## src/rtl/instr_sequencer_pkg.sv

```systemverilog
// Shared types for the program sequencer: opcodes, branch conditions,
// FSM states and ALU flag bit positions.
package instr_sequencer_pkg;

    localparam int INSTR_W = 12;
    localparam int CTRL_W  = 10;
    localparam int FLAG_W  = 6;

    // flag vector order is {z,n,vn,vp,br,c}
    localparam int FLAG_Z  = 5;
    localparam int FLAG_N  = 4;
    localparam int FLAG_VN = 3;
    localparam int FLAG_VP = 2;
    localparam int FLAG_BR = 1;
    localparam int FLAG_C  = 0;

    typedef enum logic [1:0] {
        OPC_OP,
        OPC_BR,
        OPC_JMP,
        OPC_HALT
    } opcode_e;

    typedef enum logic [2:0] {
        COND_ALWAYS,
        COND_Z,
        COND_NZ,
        COND_N,
        COND_NN,
        COND_C,
        COND_VP,
        COND_VN
    } cond_e;

    typedef enum logic [1:0] {
        ST_IDLE,
        ST_FETCH,
        ST_EXEC,
        ST_HALT
    } state_e;

    function automatic logic cond_met(cond_e c, logic [FLAG_W-1:0] f);
        logic r;
        r = 1'b0;
        unique case (c)
            COND_ALWAYS: r = 1'b1;
            COND_Z:      r = f[FLAG_Z];
            COND_NZ:     r = !f[FLAG_Z];
            COND_N:      r = f[FLAG_N];
            COND_NN:     r = !f[FLAG_N];
            COND_C:      r = f[FLAG_C];
            COND_VP:     r = f[FLAG_VP];
            COND_VN:     r = f[FLAG_VN];
        endcase
        return r;
    endfunction

endpackage

```

## src/rtl/instr_sequencer_if.sv

```systemverilog
// Control/program-load bundle between the sequencer and its host/datapath.
interface instr_sequencer_if
    import instr_sequencer_pkg::*;
#(
    parameter int ADDR_W = 5
);
    logic               start;
    logic               step;
    logic               load_we;
    logic [ADDR_W-1:0]  load_addr;
    logic [INSTR_W-1:0] load_data;
    logic [FLAG_W-1:0]  flags_in;
    logic [CTRL_W-1:0]  ctrl_word;
    logic               ctrl_valid;
    logic [ADDR_W-1:0]  pc;
    logic               busy;
    logic               halted;

    modport master (
        output start, step, load_we, load_addr, load_data, flags_in,
        input  ctrl_word, ctrl_valid, pc, busy, halted
    );

    modport slave (
        input  start, step, load_we, load_addr, load_data, flags_in,
        output ctrl_word, ctrl_valid, pc, busy, halted
    );

endinterface

```

## src/rtl/instr_sequencer_prog_mem.sv

```systemverilog
// Program store: one write port, one registered read port,
// write-first when both ports hit the same word.
module prog_mem #(
    parameter int DEPTH  = 32,
    parameter int ADDR_W = 5,
    parameter int WIDTH  = 12
) (
    input  logic              clk,
    input  logic              we,
    input  logic [ADDR_W-1:0] waddr,
    input  logic [WIDTH-1:0]  wdata,
    input  logic [ADDR_W-1:0] raddr,
    output logic [WIDTH-1:0]  rdata
);

    logic [WIDTH-1:0] mem [DEPTH];

    always_ff @(posedge clk) begin
        if (we) begin
            mem[waddr] <= wdata;
        end
        if (we && waddr == raddr) begin
            rdata <= wdata;
        end else begin
            rdata <= mem[raddr];
        end
    end

endmodule

```

## src/rtl/instr_sequencer.sv

```systemverilog
// Program sequencer: fetches 12-bit instructions and issues one
// qualified 10-bit control word per OP to the register/ALU datapath.
module instr_sequencer
    import instr_sequencer_pkg::*;
#(
    parameter int PROG_DEPTH = 32,
    parameter int ADDR_W     = $clog2(PROG_DEPTH)
) (
    input  logic              clk,
    input  logic              reset,
    instr_sequencer_if.slave  bus
);

    state_e             state;
    logic               run;
    logic [ADDR_W-1:0]  pc;
    logic [ADDR_W-1:0]  pc_nxt;
    logic [ADDR_W-1:0]  tgt_q;
    opcode_e            op_q;
    cond_e              cond_q;
    logic [FLAG_W-1:0]  flag_q;
    logic [CTRL_W-1:0]  ctrl_q;
    logic               valid_q;
    logic               busy_q;
    logic               halted_q;
    logic [INSTR_W-1:0] rdata;
    opcode_e            rd_op;
    logic               idle;
    logic               mem_we;

    assign idle   = (state == ST_IDLE) || (state == ST_HALT);
    assign mem_we = bus.load_we && idle;
    assign rd_op  = opcode_e'(rdata[INSTR_W-1:INSTR_W-2]);

    // The read port is addressed with next pc so the word is ready in FETCH
    // and the control outputs can be registered on the FETCH->EXEC edge.
    always_comb begin
        pc_nxt = pc;
        unique case (state)
            ST_IDLE, ST_HALT: begin
                if (bus.start) pc_nxt = '0;
            end
            ST_FETCH: pc_nxt = pc;
            ST_EXEC: begin
                unique case (op_q)
                    OPC_OP:   pc_nxt = pc + ADDR_W'(1);
                    OPC_BR:   pc_nxt = cond_met(cond_q, flag_q) ?
                                       tgt_q : pc + ADDR_W'(1);
                    OPC_JMP:  pc_nxt = tgt_q;
                    OPC_HALT: pc_nxt = pc;
                endcase
            end
        endcase
    end

    prog_mem #(
        .DEPTH  (PROG_DEPTH),
        .ADDR_W (ADDR_W),
        .WIDTH  (INSTR_W)
    ) u_mem (
        .clk    (clk),
        .we     (mem_we),
        .waddr  (bus.load_addr),
        .wdata  (bus.load_data),
        .raddr  (pc_nxt),
        .rdata  (rdata)
    );

    always_ff @(posedge clk) begin
        if (reset) begin
            state    <= ST_IDLE;
            run      <= 1'b0;
            pc       <= '0;
            tgt_q    <= '0;
            op_q     <= OPC_OP;
            cond_q   <= COND_ALWAYS;
            flag_q   <= '0;
            ctrl_q   <= '0;
            valid_q  <= 1'b0;
            busy_q   <= 1'b0;
            halted_q <= 1'b0;
        end else begin
            pc      <= pc_nxt;
            valid_q <= 1'b0;
            unique case (state)
                ST_IDLE, ST_HALT: begin
                    if (bus.start || bus.step) begin
                        state    <= ST_FETCH;
                        run      <= bus.start;
                        busy_q   <= 1'b1;
                        halted_q <= 1'b0;
                    end
                end
                ST_FETCH: begin
                    op_q   <= rd_op;
                    cond_q <= cond_e'(rdata[9:7]);
                    tgt_q  <= rdata[ADDR_W-1:0];
                    if (rd_op == OPC_OP) begin
                        valid_q <= 1'b1;
                        ctrl_q  <= rdata[CTRL_W-1:0];
                    end
                    state <= ST_EXEC;
                end
                ST_EXEC: begin
                    if (op_q == OPC_OP) flag_q <= bus.flags_in;
                    if (op_q == OPC_HALT) begin
                        state    <= ST_HALT;
                        busy_q   <= 1'b0;
                        halted_q <= 1'b1;
                    end else if (run) begin
                        state <= ST_FETCH;
                    end else begin
                        state  <= ST_IDLE;
                        busy_q <= 1'b0;
                    end
                end
            endcase
        end
    end

    // reset kills an issuing op in the same cycle, not one cycle later
    assign bus.ctrl_valid = valid_q & ~reset;
    assign bus.ctrl_word  = ctrl_q;
    assign bus.pc         = pc;
    assign bus.busy       = busy_q;
    assign bus.halted     = halted_q;

endmodule

```

## src/flat_wrapper.sv

```systemverilog
// flat-port wrapper written by rule: the top's interface ports become plain ports
module instr_sequencer_flat import instr_sequencer_pkg::*;
#(
    parameter int PROG_DEPTH = 32,
    parameter int ADDR_W     = $clog2(PROG_DEPTH)
)
  (clk, reset, bus_start, bus_step, bus_load_we, bus_load_addr, bus_load_data, bus_flags_in, bus_ctrl_word, bus_ctrl_valid, bus_pc, bus_busy, bus_halted);
  instr_sequencer_if #(.ADDR_W(ADDR_W)) bus_i ();
  input  logic clk;
  input  logic reset;
  input wire logic [$bits(bus_i.start)-1:0] bus_start;
  input wire logic [$bits(bus_i.step)-1:0] bus_step;
  input wire logic [$bits(bus_i.load_we)-1:0] bus_load_we;
  input wire logic [$bits(bus_i.load_addr)-1:0] bus_load_addr;
  input wire logic [$bits(bus_i.load_data)-1:0] bus_load_data;
  input wire logic [$bits(bus_i.flags_in)-1:0] bus_flags_in;
  output wire logic [$bits(bus_i.ctrl_word)-1:0] bus_ctrl_word;
  output wire logic [$bits(bus_i.ctrl_valid)-1:0] bus_ctrl_valid;
  output wire logic [$bits(bus_i.pc)-1:0] bus_pc;
  output wire logic [$bits(bus_i.busy)-1:0] bus_busy;
  output wire logic [$bits(bus_i.halted)-1:0] bus_halted;
  assign bus_i.start = bus_start;
  assign bus_i.step = bus_step;
  assign bus_i.load_we = bus_load_we;
  assign bus_i.load_addr = bus_load_addr;
  assign bus_i.load_data = bus_load_data;
  assign bus_i.flags_in = bus_flags_in;
  assign bus_ctrl_word = bus_i.ctrl_word;
  assign bus_ctrl_valid = bus_i.ctrl_valid;
  assign bus_pc = bus_i.pc;
  assign bus_busy = bus_i.busy;
  assign bus_halted = bus_i.halted;
  instr_sequencer #(.PROG_DEPTH(PROG_DEPTH), .ADDR_W(ADDR_W)) u_core (.clk(clk), .reset(reset), .bus(bus_i));
endmodule
```

## config.mk

```make
export PLATFORM = sky130hd
export DESIGN_NAME = instr_sequencer_flat
export DESIGN_NICKNAME = d
export VERILOG_FILES = /design/src/rtl/instr_sequencer_pkg.sv /design/src/rtl/instr_sequencer_if.sv /design/src/rtl/instr_sequencer_prog_mem.sv /design/src/rtl/instr_sequencer.sv /design/src/flat_wrapper.sv
export SDC_FILE = /design/constraint.sdc
export NUM_CORES = 1
export LEC_CHECK = 0
export ABC_CLOCK_PERIOD_IN_PS = 2550
export BUFFER_PORTS_ARGS = -buffer_cell sky130_fd_sc_hd__buf_2
export CAP_MARGIN = 40
export CORE_UTILIZATION = 35
export CTS_BUF_LIST = sky130_fd_sc_hd__clkbuf_16
export DETAILED_ROUTE_END_ITERATION = 12
export GPL_ROUTABILITY_DRIVEN = 0
export PLACE_DENSITY = 0.53
export SETUP_SLACK_MARGIN = 0.02
export SLEW_MARGIN = 25
export SYNTH_ARGS = -nofsm -noshare
export SYNTH_HDL_FRONTEND = slang
export SYNTH_SLANG_ARGS = --single-unit
```

## constraint.sdc

```tcl
create_clock -name clk -period 2.55 [get_ports clk]
set_input_delay 0.1275 -clock clk [delete_from_list [all_inputs] [get_ports clk]]
set_output_delay 0.1275 -clock clk [all_outputs]
set_load 0.01 [all_outputs]
```

### Word-level counts from Yosys, hierarchy flattened

Memory sizes are Yosys's and may differ from the RTL's. A register that Yosys moved wholly into a read port is not among the register bits.
Index checks and enable logic that the tools add are counted.

| word-level totals | value |
|---|---|
| logic and storage cells | 70 |
| latch bits | 0 |
| bits in read-only memories | 0 |
| memories | 1 |
| memory bits (writable) | 384 |
| bits in registers | 37 |

| operators by class | value |
|---|---|
| order comparisons | 0 |
| mux-type cells | 21 |
| $add $sub $neg | 1 |
| equality and inequality tests | 16 |
| div/mod/pow operators | 0 |
| bitwise operators | 3 |
| reductions and logical operators | 17 |
| shift operators | 0 |
| multiply operators | 0 |

Memory list:

| memory | depth | width | read ports | clocked after memory_dff | wr ports | RTL line | text |
|---|---|---|---|---|---|---|---|
| u_core.u_mem.mem | 32 | 12 | 1 | 1 | 1 | instr_sequencer_prog_mem.sv:16 | `logic [WIDTH-1:0] mem [DEPTH];` |

Operator list:

| kind | count |
|---|---|
| $pmux W5 S4 | 1 |
| $pmux W5 S3 | 1 |
| $eq A3 B3 Y1 const B | 4 |
| $mux W1 | 11 |
| $mux W5 | 2 |
| $eq A2 B2 Y1 const B | 4 |
| $pmux W1 S8 | 1 |
| $eq A3 B2 Y1 const B | 2 |
| $logic_not A2 Y1 | 3 |
| $pmux W2 S3 | 1 |
| $reduce_and A2 Y1 | 3 |
| $reduce_and A3 Y1 | 2 |
| $add A5 B1 Y5 const B | 1 |
| $eq A2 B1 Y1 const B | 2 |
| $mux W2 | 2 |
| $ne A2 B1 Y1 const B | 2 |
| $pmux W1 S2 | 2 |
| $reduce_or A2 Y1 | 2 |
| $eq A3 B1 Y1 const B | 1 |
| $logic_not A3 Y1 | 1 |
| $ne A3 B3 Y1 const B | 1 |
| $logic_not A1 Y1 | 2 |
| $logic_or A1 B1 Y1 | 2 |
| $not A1 Y1 | 2 |
| 3 further kinds | 3 |

### Depth between registers and ports, before layout

| logic depth | value |
|---|---|
| depth after elaboration | 7 |
| gate-level depth with buffers | 10 |

### Cells and area by module

Synthesis repeated with hierarchy kept, for this count alone.

| second synthesis, totals | value |
|---|---|
| cells, all modules | 1101 |
| area, all modules | 17279.1 um^2 |

By module, submodules not included:

| module | sequential area each (um^2) | cells each | area an instance (um^2) | times used |
|---|---|---|---|---|
| prog_mem | 11631.2 | 862 | 15327.2 | 1 |
| instr_sequencer | 720.7 | 239 | 1951.9 | 1 |

### Least setup slack after synthesis

OpenSTA, ideal clock, no wires.

| timing path | value |
|---|---|
| kind | register to register |
| from | reg (tool-made name) |
| to | reg u_core.ctrl_q[2] (netlist: u_core.bus.ctrl_word[2]) |
| cell stages (with the launch flop) | 9 |
| slack | 278 ps |
| data arrival time | 2138 ps |
| cells stage by stage | dfxtp_1 > buf_6 > buf_6 > buf_2 > mux4_2 > mux4_2 > mux2i_1 > and2_1 > a211oi_1 |

RTL lines:

| what | RTL line | text |
|---|---|---|
| to (signal assigned) | instr_sequencer.sv:100 | `ctrl_q <= rdata[CTRL_W-1:0];` |
| to (decl) | instr_sequencer.sv:22 | `logic [CTRL_W-1:0] ctrl_q;` |

==> run_results.csv <==
group,metric,value,unit
outcome,status,"finished, violations left",
timing,min_period_over_period,0.965,
timing,clock_skew,22.8,ps
layout,final_cells,1612,
power,sequentialPowerShare,0.504,
layout,area_growth,19.3,%
clock_tree,cts_tree,"yes",
synthesis,synth_top_family_by_area,"multiplexers",
grt,track_usage,0.156,
clock_tree,root_buffer,"clkbuf_16",
clock_tree,cts.sinks,425,
timing,min_period,2460,ps
synthesis,synthMuxAreaShare,0.171,
synthesis,syn-mean-instance-area,19.9,µm²
synthesis,synth-adder-area-share,0.00300,
floorplan,row_count,79,
grt,grt_antenna_before_repair,0,
floorplan,core,46800,µm²
min_path,min_path_type,"input pin to flop",
grt,grt_max_degree,41,
synthesis,postSynthCellCount,839,
synthesis,yosysSeqAreaShare,0.741,
synthesis,synth_edf_count,384,
worst_setup_path,cp-start-kind,"flop",
synthesis,ys_warn_count,0,
worst_setup_path,cp_max_fo,8,
synthesis,synth_cell_types,50,
layout,fill_cells,4055,
floorplan,fp.dieW,220,µm
placed_design,dp.cells,1512,
layout,final_layout_size_suffix_gt1_frac,0.320,
worst_setup_path,endpoint_kind,"flop",
synthesis,syn_area,16700,µm²
clock_tree,clk_pin_slew,60,ps
layout,diodes,0,
min_path,whs_path_depth,2,
detailed_routing,vias,8311,
detailed_routing,first_iter_violations,572,
synthesis,yosys.area_share.xor_xnor,0.00158,
power,intPower,12.2,mW
worst_setup_path,ff2ff_path_depth,7,
timing,slew_viol_final,0,
synthesis,synthesis.nets,871,
worst_setup_path,path_class,"flop to flop",
clock_tree,cts_buffer_depth,3,
detailed_routing,viasPerCell,5.16,
grt,grt.overflow.total,0,
power,p_clk_frac,0.448,
floorplan,ios,46,
power,p_sw,3.21,mW
detailed_routing,antenna_left,0,
timing,hold_ws,56.3,ps
placed_design,post-place-ws,10.8,ps
min_path,holdCritStartpoint,"reset",
worst_setup_path,required,2970,ps
synthesis,synth_simple_gate_area_frac,0.0437,
grt,grt_pass1_vias,8515,
layout,fin_util,0.425,
placed_design,port_buffers,44,
synthesis,synth_seq_cells,425,
detailed_routing,wl,37100,µm
synthesis,synth_compound_gate_area_share,0.0240,
power,switching_share,0.209,
worst_setup_path,worstPathArrival,2880,ps
detailed_routing,dr.pass1.iters,8,
synthesis,ys_async_sr_fraction,0,
power,p_per_area,773,nW/µm²
floorplan,initial_core_util,0.356,
clock_tree,cts_inserted_buffers,46,
timing,hold_viol,0,
clock_tree,insertion_delay,590,ps
min_path,whs_endpoint,"u_core.flag_q[2]",
outcome,violations,"DRC",
placed_design,dp_hpwl,23100,µm
placed_design,placed_area,18100,µm²
flow_run,maxCapViolCount,0,
timing,slew_headroom,0.551,
worst_setup_path,rrSetupSlack,90,ps
synthesis,ys.flop_type,"edfxtp_1",
grt,grt_pass1_wl,54800,µm
timing,worst_slew_pin_slew,674,ps
power,finalPower,15.4,mW
worst_setup_path,r2r-end,"u_core.bus.ctrl_word[3]",
clock_tree,h-tree-depth,2,
timing,setup_tns,0,ps
floorplan,dieArea,48500,µm²
detailed_routing,drc,4,
timing,setup_viol,0,
power,irDropWorstVdd,0.419,mV
layout,final_nets,1000,
timing,setup_ws,88.0,ps
layout,final_area,19900,µm²
floorplan,die_h,220,µm
timing,rsz0062_at_grt,"yes",
detailed_routing,wire_per_inst,23.0,µm
power,pwr-share-comb,0.048,
power,p_leak,6.31,nW
timing,fmax,406,MHz
[synth_stat cells (all sizes together), types with 9 or more instances]
library cell,n,area share
dfxtp,41,0.049
mux2i,23,0.014
mux4,113,0.15
clkbuf,22,0.0050
and2,9,0.0034
a21oi,11,0.0033
nor2,62,0.014
nor3,23,0.0072
a211oi,11,0.0050
nor2b,10,0.0038
edfxtp,384,0.69
buf,25,0.0089
nand2,30,0.0068
[layer usage]
layer / track usage / wire [µm]
met4: 0.0490 / 785
met3: 0.0274 / 1360
met1: 0.215 / 16900
met2: 0.253 / 18000
met5: 0 / 0
[kinds of logic (layout without fill, tap and decap cells)]
logic type               after synthesis  count (layout)
AO/OA/AOI/OAI                         57              57
buffers and inverters                 53             219
AND/OR/NAND/NOR                      154             154
XOR/XNOR                               3               3
multiplexers                         143             143
adder cells (fa/ha/maj)                4               4
flip-flops                           425             425
[area by class of cell]
class,count,area (µm²),area share
tap,607,759,0.0382
clock buffer,47,1180,0.0592
multi-input combinational,361,4080,0.205
inverter,6,22.5,0.00113
timing repair buffer,128,1080,0.0543
sequential,425,12400,0.622
clock inverter,38,404,0.0203
[worst max-delay path by stage]
stage,start,end,slack [ps],cells after the start
4_1_cts,flop,u_core.bus.ctrl_word[6],40,8
6_report,flop,u_core.bus.ctrl_word[3],90,7
5_1_grt,flop,u_core.bus.ctrl_word[5],-50,9
3_5_place_dp,flop,u_core.bus.ctrl_word[6],10,8
2_1_floorplan,flop,u_core.bus.ctrl_word[2],280,8
3_3_place_gp,flop,u_core.bus.ctrl_word[5],40,8
[power groups by stage]
stage | sequential (mW) | clock (mW) | combinational [mW]
2_1_floorplan | 7.87 | 0 | 0.432
3_3_place_gp | 7.89 | 0 | 0.706
3_5_place_dp | 7.89 | 0 | 0.719
4_1_cts | 7.74 | 7.07 | 0.733
5_1_grt | 7.75 | 7.34 | 0.809
6_report | 7.75 | 6.89 | 0.738
[registers in the layout (all words and copies together) (netlist names), 2 cells and up, named ones only]
signal,count
u_core.cond_q,3
u_core.tgt_q,5
u_core.state,2
u_core.op_q,2
u_core.flag_q,5
u_core.u_mem.mem,384
u_core.bus.ctrl_word,10
u_core.bus.pc,5
[worst max-delay path: stages (launching register included)]
cell and delay, ps:
dfxtp_4 450, buf_4 180, clkbuf_16 160, mux4_2 510, mux4_2 540, mux2i_1 200, and2_1 180, a211oi_1 70
[cells in the final DEF, fill, tap and decap left out, types with 10 or more instances in the layout]
master	n
nor2_1	62
clkbuf_16	49
edfxtp_1	384
clkinv_1	14
nand2_1	30
buf_4	60
mux4_2	113
a21oi_1	11
inv_1	10
nor3_1	22
buf_2	44
buf_12	10
mux2i_1	21
dfxtp_1	37
a211oi_1	11
nor2b_1	10
[repair_timing]
| action | 4_1_cts | 5_1_grt |
|---|---|---|
| buffers inserted | 0 | 4 |
| resized for setup | 2 | 5 |
| hold endpoints to repair | 12 | 0 |
| hold buffers | 8 | 0 |
| endpoints found under the setup margin | 5 | 10 |
| gates cloned | 0 | 3 |
(Power assumes the default switching activity.)
